$ cat src/rtl/serial_addsub_pkg.sv
`default_nettype none
// ============================================================================
// Module      : serial_addsub_pkg
// Description : Shared definitions for the bit-serial adder/subtractor.
//               - FSM state encoding (IDLE / RUN / DONE)
//               - Legal range bounds for the WIDTH parameter
// Revision    : 1.0 - initial release
// ============================================================================
package serial_addsub_pkg;

    // Legal operand width range
    localparam int WIDTH_MIN = 2;
    localparam int WIDTH_MAX = 32;

    // Controller state encoding
    typedef enum logic [1:0] {
        ST_IDLE = 2'd0,
        ST_RUN  = 2'd1,
        ST_DONE = 2'd2
    } state_e;

endpackage : serial_addsub_pkg
`default_nettype wire

$ cat src/rtl/serial_addsub_fa_cell.sv
`default_nettype none
// ============================================================================
// Module      : serial_addsub_fa_cell
// Description : Combinational one-bit full adder. The bit-serial datapath
//               pushes every operand bit through this single cell.
// Ports       : a_i, b_i, cin_i -> sum_o, cout_o
// Revision    : 1.0 - initial release
// ============================================================================
module serial_addsub_fa_cell (
    input  logic a_i,     // operand A bit
    input  logic b_i,     // operand B bit (already inverted for subtraction)
    input  logic cin_i,   // carry in
    output logic sum_o,   // sum bit
    output logic cout_o   // carry out
);

    logic w_axb;

    assign w_axb  = a_i ^ b_i;
    assign sum_o  = w_axb ^ cin_i;
    assign cout_o = (a_i & b_i) | (w_axb & cin_i);

endmodule : serial_addsub_fa_cell
`default_nettype wire

$ cat src/rtl/serial_addsub.sv
`default_nettype none
// ============================================================================
// Module      : serial_addsub
// Description : Parametrised bit-serial adder/subtractor. Operands are
//               latched on an accepted start, then processed LSB first, one
//               bit per clock, through a single full-adder cell. The result,
//               final carry and signed overflow are loaded together on the
//               last bit, so they never expose partial sums.
//
//               Subtraction is a + ~b + 1: B is inverted at load time and the
//               carry flop is preset to 1. carry_out=1 therefore means
//               "no borrow" for a subtraction.
//
// Optional    : SERIAL_ADDSUB_SAT_EN - when defined, an overflowing result is
//               clamped to the most positive / most negative WIDTH-bit value
//               (direction taken from operand A's sign). carry_out and
//               overflow always report the raw values.
//
// Parameters  : WIDTH  - operand/result width, 2..32 (default 8)
//               CNT_W  - bit-index counter width, derived; do not override
//
// Ports       : clk        in   clock, rising edge
//               rst        in   asynchronous active-high reset
//               start      in   operation request, sampled when busy=0
//               sub        in   0: a+b, 1: a-b (sampled with start)
//               a, b       in   WIDTH-bit operands (sampled with start)
//               result     out  last completed sum/difference
//               carry_out  out  final carry of last operation
//               overflow   out  two's-complement overflow of last operation
//               busy       out  high while bits are being processed
//               done       out  one-cycle completion pulse
//
// Timing      : start accepted at edge k -> done=1 / outputs valid after
//               edge k+WIDTH. start held through DONE starts the next
//               operation immediately (one operation every WIDTH+1 cycles).
//
// Revision    : 1.0 - initial release
// ============================================================================
module serial_addsub
    import serial_addsub_pkg::*;
#(
    parameter int WIDTH = 8,
    parameter int CNT_W = $clog2(WIDTH)
) (
    input  logic             clk,
    input  logic             rst,
    input  logic             start,
    input  logic             sub,
    input  logic [WIDTH-1:0] a,
    input  logic [WIDTH-1:0] b,
    output logic [WIDTH-1:0] result,
    output logic             carry_out,
    output logic             overflow,
    output logic             busy,
    output logic             done
);

    // ------------------------------------------------------------------------
    // Elaboration-time parameter checks
    // ------------------------------------------------------------------------
    generate
        if ((WIDTH < WIDTH_MIN) || (WIDTH > WIDTH_MAX)) begin : g_width_bad
            $error("serial_addsub: WIDTH out of legal range");
        end
        if (CNT_W != $clog2(WIDTH)) begin : g_cntw_bad
            $error("serial_addsub: CNT_W is derived from WIDTH and must not be overridden");
        end
    endgenerate

    localparam logic [CNT_W-1:0] c_LAST_BIT = CNT_W'(WIDTH - 1);

    // ------------------------------------------------------------------------
    // State and datapath registers
    // ------------------------------------------------------------------------
    state_e             state_q;
    logic [WIDTH-1:0]   a_sh_q;        // operand A, shifted right each bit
    logic [WIDTH-1:0]   b_sh_q;        // operand B (pre-inverted for sub)
    // Partial sum. Only WIDTH-1 bits are stored: the last sum bit goes
    // straight from the cell into the result register.
    logic [WIDTH-2:0]   sum_sh_q;
    logic               carry_q;       // running carry between bit slices
    logic [CNT_W-1:0]   cnt_q;         // index of the bit being processed

    logic [WIDTH-1:0]   result_q;
    logic               carry_out_q;
    logic               overflow_q;
    logic               busy_q;
    logic               done_q;

    // ------------------------------------------------------------------------
    // Single full-adder cell
    // ------------------------------------------------------------------------
    logic w_fa_sum;
    logic w_fa_cout;

    serial_addsub_fa_cell u_fa_cell (
        .a_i    (a_sh_q[0]),
        .b_i    (b_sh_q[0]),
        .cin_i  (carry_q),
        .sum_o  (w_fa_sum),
        .cout_o (w_fa_cout)
    );

    // ------------------------------------------------------------------------
    // Next-state datapath values
    // ------------------------------------------------------------------------
    logic [WIDTH-1:0] sum_full_d;   // sum register after this bit shifts in
    logic             last_bit_d;   // this edge processes the MSB
    logic             overflow_d;   // valid only when last_bit_d
    logic [WIDTH-1:0] result_d;

    assign sum_full_d = {w_fa_sum, sum_sh_q};
    assign last_bit_d = (cnt_q == c_LAST_BIT);
    // On the MSB slice carry_q is the carry into the MSB and the cell's
    // carry is the carry out of it.
    assign overflow_d = carry_q ^ w_fa_cout;

`ifdef SERIAL_ADDSUB_SAT_EN
    // On the MSB slice a_sh_q[0] is operand A's sign bit. Overflow can only
    // occur when the effective operands share a sign, so A's sign gives the
    // overflow direction for both add and subtract.
    assign result_d = !overflow_d ? sum_full_d :
                      (a_sh_q[0] ? {1'b1, {(WIDTH-1){1'b0}}}
                                 : {1'b0, {(WIDTH-1){1'b1}}});
`else
    assign result_d = sum_full_d;
`endif

    // ------------------------------------------------------------------------
    // Controller + datapath
    // ------------------------------------------------------------------------
    always_ff @(posedge clk or posedge rst) begin
        if (rst) begin
            state_q     <= ST_IDLE;
            a_sh_q      <= '0;
            b_sh_q      <= '0;
            sum_sh_q    <= '0;
            carry_q     <= 1'b0;
            cnt_q       <= '0;
            result_q    <= '0;
            carry_out_q <= 1'b0;
            overflow_q  <= 1'b0;
            busy_q      <= 1'b0;
            done_q      <= 1'b0;
        end else begin
            case (state_q)
                // IDLE and DONE accept a new request identically; DONE
                // additionally drops the done pulse after one cycle.
                ST_IDLE, ST_DONE: begin
                    done_q <= 1'b0;
                    if (start) begin
                        a_sh_q  <= a;
                        b_sh_q  <= sub ? ~b : b;
                        carry_q <= sub;          // +1 of the two's complement
                        cnt_q   <= '0;
                        busy_q  <= 1'b1;
                        state_q <= ST_RUN;
                    end else begin
                        busy_q  <= 1'b0;
                        state_q <= ST_IDLE;
                    end
                end

                ST_RUN: begin
                    a_sh_q   <= a_sh_q >> 1;
                    b_sh_q   <= b_sh_q >> 1;
                    sum_sh_q <= sum_full_d[WIDTH-1:1];
                    carry_q  <= w_fa_cout;
                    cnt_q    <= cnt_q + CNT_W'(1);
                    if (last_bit_d) begin
                        result_q    <= result_d;
                        carry_out_q <= w_fa_cout;
                        overflow_q  <= overflow_d;
                        busy_q      <= 1'b0;
                        done_q      <= 1'b1;
                        state_q     <= ST_DONE;
                    end
                end

                default: begin
                    busy_q  <= 1'b0;
                    done_q  <= 1'b0;
                    state_q <= ST_IDLE;
                end
            endcase
        end
    end

    // ------------------------------------------------------------------------
    // Outputs (all registered)
    // ------------------------------------------------------------------------
    assign result    = result_q;
    assign carry_out = carry_out_q;
    assign overflow  = overflow_q;
    assign busy      = busy_q;
    assign done      = done_q;

endmodule : serial_addsub
`default_nettype wire

$ cat config.mk
export PLATFORM = sky130hd
export DESIGN_NAME = serial_addsub
export DESIGN_NICKNAME = d
export VERILOG_FILES = /design/src/rtl/serial_addsub_pkg.sv /design/src/rtl/serial_addsub_fa_cell.sv /design/src/rtl/serial_addsub.sv
export SDC_FILE = /design/constraint.sdc
export NUM_CORES = 1
export LEC_CHECK = 0
export BUFFER_PORTS_ARGS = -buffer_cell sky130_fd_sc_hd__buf_2
export CORE_UTILIZATION = 58
export DETAILED_ROUTE_END_ITERATION = 8
export PLACE_DENSITY = 0.83
export SLEW_MARGIN = 30
export SYNTH_ARGS = -nofsm -noshare
export SYNTH_HDL_FRONTEND = slang
export SYNTH_SLANG_ARGS = --single-unit
$ cat constraint.sdc
create_clock -name clk -period 4.2 [get_ports clk]
set_clock_uncertainty 0.15 [all_clocks]
set_input_delay 1.26 -clock clk [delete_from_list [all_inputs] [get_ports clk]]
set_output_delay 1.26 -clock clk [all_outputs]
set_load 0.05 [all_outputs]
; ---- Word level (Yosys, flattened, before mapping)
; Index checks and enable logic that the tools add are counted.
[totals]
reg_bits = 41
input_bits = 20
elab_cells = 46
[op_classes]
add_sub_neg = 1
eq_ne = 5
n_mux = 17
bitwise = 7
reduce_logical = 5
[op_table]
columns = cell, n
row1 = $pmux W8 S2, 2
row2 = $mux W8, 3
row3 = $not A8 Y8, 1
row4 = $mux W1, 6
row5 = $pmux W3 S2, 1
row6 = $ne A2 B2 Y1 const B, 2
row7 = $pmux W1 S2, 2
row8 = $pmux W2 S2, 1
row9 = $reduce_and A2 Y1, 2
row10 = $add A3 B1 Y3 const B, 1
row11 = $eq A3 B3 Y1 const B, 1
row12 = $mux W3, 1
row13 = $xor A1 B1 Y1, 3
row14 = $and A1 B1 Y1, 2
row15 = $eq A2 B1 Y1 const B, 1
row16 = $eq A2 B2 Y1 const B, 1
row17 = $logic_not A2 Y1, 1
row18 = $mux W2, 1
row19 = $reduce_bool A2 Y1, 1
row20 = $reduce_or A2 Y1, 1
row21 = $or A1 B1 Y1, 1

; ---- Depth between registers and ports, before layout
[logic_depth]
depth_word = 4
depth_mapped = 6
ltp_nobuf = 5

; ---- Cells and area by module
; Synthesis repeated with hierarchy kept, for this count alone.
[unflattened]
cells_unflattened = 125
hier_area_um2 = 1700.4
[modules_own_cells]
columns = module, instances, cells_each, area_each_um2, seq_area_each_um2
row1 = serial_addsub, 1, 124, 1680.4, 1001.0
row2 = serial_addsub_fa_cell, 1, 1, 20.0, 0.0

; ---- Least setup slack after synthesis
; Ideal clock, no wire load.
[synth_path]
kind = input to register
startpoint = input port sub
endpoint = register b_sh_q[3]
arrival_time_ns = 1.895
t_required_ns = 3.924
setup_slack_ns = 2.029
cell_stages = 4
path_cell_list = buf_2 > xnor2_1 > nor2_1 > a221o_1
[synth_between]
elab_chain_cells = 3
[synth_rtl]
columns = item, line_no
row1 = "start, declared", serial_addsub.sv:48  ; input logic sub,
row2 = $mux W8, serial_addsub.sv:153  ; b_sh_q <= sub ? ~b : b;
row3 = $mux W8, serial_addsub.sv:151  ; if (start) begin
row4 = $pmux W8 S2, serial_addsub.sv:146  ; case (state_q)
row5 = "end signal, assigned", serial_addsub.sv:153
row6 = "end signal, assigned", serial_addsub.sv:166  ; b_sh_q <= b_sh_q >> 1;
row7 = "end, declared", serial_addsub.sv:77  ; logic [WIDTH-1:0] b_sh_q;
; Every way passes these cells. The select of a mux whose other input is x is not followed.
; A chain may end at the register's enable or synchronous reset.

; ---- Final worst setup path
[layout_path]
startpoint = register done_q, in the netlist done
endpoint = output port done
[layout_lines]
columns = item, line_no
row1 = "start, declared", serial_addsub.sv:88  ; logic done_q;
row2 = "start signal, assigned", serial_addsub.sv:144  ; done_q <= 1'b0;
row3 = "start signal, assigned", serial_addsub.sv:150  ; done_q <= 1'b0;
row4 = "start signal, assigned", serial_addsub.sv:175  ; done_q <= 1'b1;
row5 = "end, declared", serial_addsub.sv:55  ; output logic done
; No word-level cell between the ends.

==> impl_results.md <==
- Status: completed
- Ant diodes: 0
- Peak supply drop: 742 uV
- Design area: just under 2000 um2
- Clock latency on the worst-skew pair: 340 ps
- Synthesis-to-layout area growth: 14.2%
- H-tree Lvls: 2
- Setup Fix Bufs, Post-CTS: 0
- DR vias: ~1100
- Global placement routability congestion: ~0.74
- Max stage delay cell, worst path: dfrtp_1
- CTS Buffer Depth: 2
- Pwr dens: between 800 and 900 nW/um2
- Final Hold Fails: 0
- All-Layer GR Usage: 0.212
- Detail Route Antenna Nets: 0
- Core Area: 2780 um2
- Final worst setup slack: 1780 ps
- Top Usage Layer GRT: met2
- CTS Root Cell: clkbuf_4
- Setup CP Type: flip-flop to output port
- Drt wl/cell: 15.5 um
- Die Ht: ~56 um
- Initial DRT Pass Iterations: 4
- Die ar.: around 3200 um2
- Avg Cell Area, Syn: roughly 14 um2
- CTS sink count: 40
- Reg clk slew, reported paths: roughly 110 ps
- Worst hold-check path type: flip-flop to flip-flop
- Placed inst area: 1870 um2
- Worst slew pin tran: around 740 ps
- Startpoint Class: flip-flop
- Overall routed net length: 2.93 mm
- Mapped Area: 1700 um2
- Grt ovf: 0
- CTS buffer count: 5
- Initial antenna violation count: 0
- Critical R2R Launch: cnt_q[0]
- Critical Path Fanout Max: 3
- Critical Path Max Stage Delay: approximately 400 ps
- Met3 Resource Use GR: 0.0488
- Number of global-route vias before repair: 1104
- Pre-CTS setup slack: 1480 ps
- CP cell instances: buf_2
- Post-synthesis instance total: 125
- Critical path startpoint: done
- Global-route wire length before repair: 5.11 mm
- Hold-fix buffers at CTS: 0
- FP Rows: 19
- I/O Pins: 32
- Unique masters post-synth: 22
- Met1 Track Usage GR: 0.278
- Ratio of cells with drive above 1 in the final layout: 0.392
- Worst EP arrival: 1010 ps
- DR DRC count: 0
- Filler cells: ~220
- Worst Hold Slack: roughly 340 ps
- Synth Warn #: 0
- Post-detail-place hpwl: about 2 mm
- Commonest non-fill, non-tap cell in the layout: dfrtp_1
- Initial Util: 0.613
- Final setup fails: 0
- GR Util met2: 0.345
- Largest net degree at the start of global routing: 29
- CP endpoint kind: output port
- Unrepaired setup endpoints after global routing: no
- Setup_tns: 0 ps
- Most frequent cells in the layout: 40 x dfrtp_1, 31 x buf_2, 17 x mux2_2
- Critical path required time: between 2000 and 3000 ps
- Vias/cell: 5.80
- Nets: 180
- Yosys reg bits: 40
- Max-slew violations: 0
- Seq/Total Area, Yosys: 0.587
- Achievable frequency: 413 MHz
- Initial DRC Count: 34
- CP top delay family: flip-flops
- Final min period: ~2400 ps
- Max_cap viols: 0
- CTS resizes: 0
- Syn nets: approximately 150
- Input/output buffers: 31
- Max-slew headroom: 0.508
- Crit path buffers/inverters: 1
- Worst hold start: a_sh_q[1]
- CTS tree: yes
- Leakage: roughly 0.00099 uW
- Fin crit share: 0.577
- Die W: roughly 56 um
[final cells by class]
type | instances | area (um2) | area share
Inverter | 3 | 11.3 | 0.00579
Multi-Input combinational cell | 73 | 637 | 0.327
Tap cell | 31 | 38.8 | 0.0199
Clock buffer | 5 | 37.5 | 0.0193
Timing Repair Buffer | 34 | 178 | 0.0913
Clock inverter | 3 | 42.5 | 0.0219
Sequential cell | 40 | 1000 | 0.514
[cell families after synthesis]
family / after synthesis / synth area share
xor gates and xnor gates: 9 / 0.0463
and+or+nand+nor: 15 / 0.0433
AOI/OAI and AO/OA: 29 / 0.144
muxes: 17 / 0.112
buffers and inverters: 12 / 0.0404
DFF: 40 / 0.587
adders and majority gates: 3 / 0.0264
[registers in the layout (all words and copies together), names as in the netlist]
name,cells
a_sh_q,8
b_sh_q,8
result,8
sum_sh_q,7
cnt_q,3
busy,1
carry_out,1
carry_q,1
done,1
overflow,1
state_q,1
[final timing paths]
path,to,slack [ps],cells past startpoint
max,done,1780,1
min,a_sh_q[1],340,1
max reg2reg,result[1],2260,4
min reg2reg,a_sh_q[1],340,1
max in group asynchronous,sum_sh_q[4],2530,3
min in group asynchronous,carry_out,770,2
[synth_stat cells]
cell type / instances / area [um2]
a21o_1: 8 / 60.1
a221o_1: 7 / 70.1
a22o_1: 12 / 105
buf_1: 1 / 3.75
buf_2: 4 / 20.0
buf_4: 1 / 7.51
buf_6: 2 / 22.5
clkbuf_1: 1 / 3.75
dfrtp_1: 40 / 1000
fa_1: 1 / 20.0
ha_1: 2 / 25.0
inv_1: 3 / 11.3
mux2_2: 17 / 191
nand2_1: 2 / 7.51
nand2b_1: 1 / 6.26
nand3b_1: 2 / 15.0
nor2_1: 7 / 26.3
nor2_2: 1 / 6.26
nor2b_1: 2 / 12.5
o21ai_0: 2 / 10.0
xnor2_1: 8 / 70.1
xor2_1: 1 / 8.76
[per-stage QoR]
step           utilization  std cells  power [uW]
5_1_grt              0.700        189        1780
3_5_place_dp         0.671        181        1440
2_1_floorplan            -        125        1300
4_1_cts              0.700        189        1690
3_3_place_gp         0.671        181        1400
6_report             0.700        189        1680
[layer usage]
layer	up-vias	part of all wire
li1	509	-
met1	545	0.44
met2	36	0.50
met3	7	0.040
met4	0	0.018
met5	-	0
[report_power, final]
group / switching (uW) / leakage, uW / internal, uW / total, uW
logic: 431 / 0.000453 / 319 / 750
registers: 107 / 0.000494 / 569 / 676
clock network: 127 / 0.0000412 / 124 / 251
(Power assumes the default switching activity.)
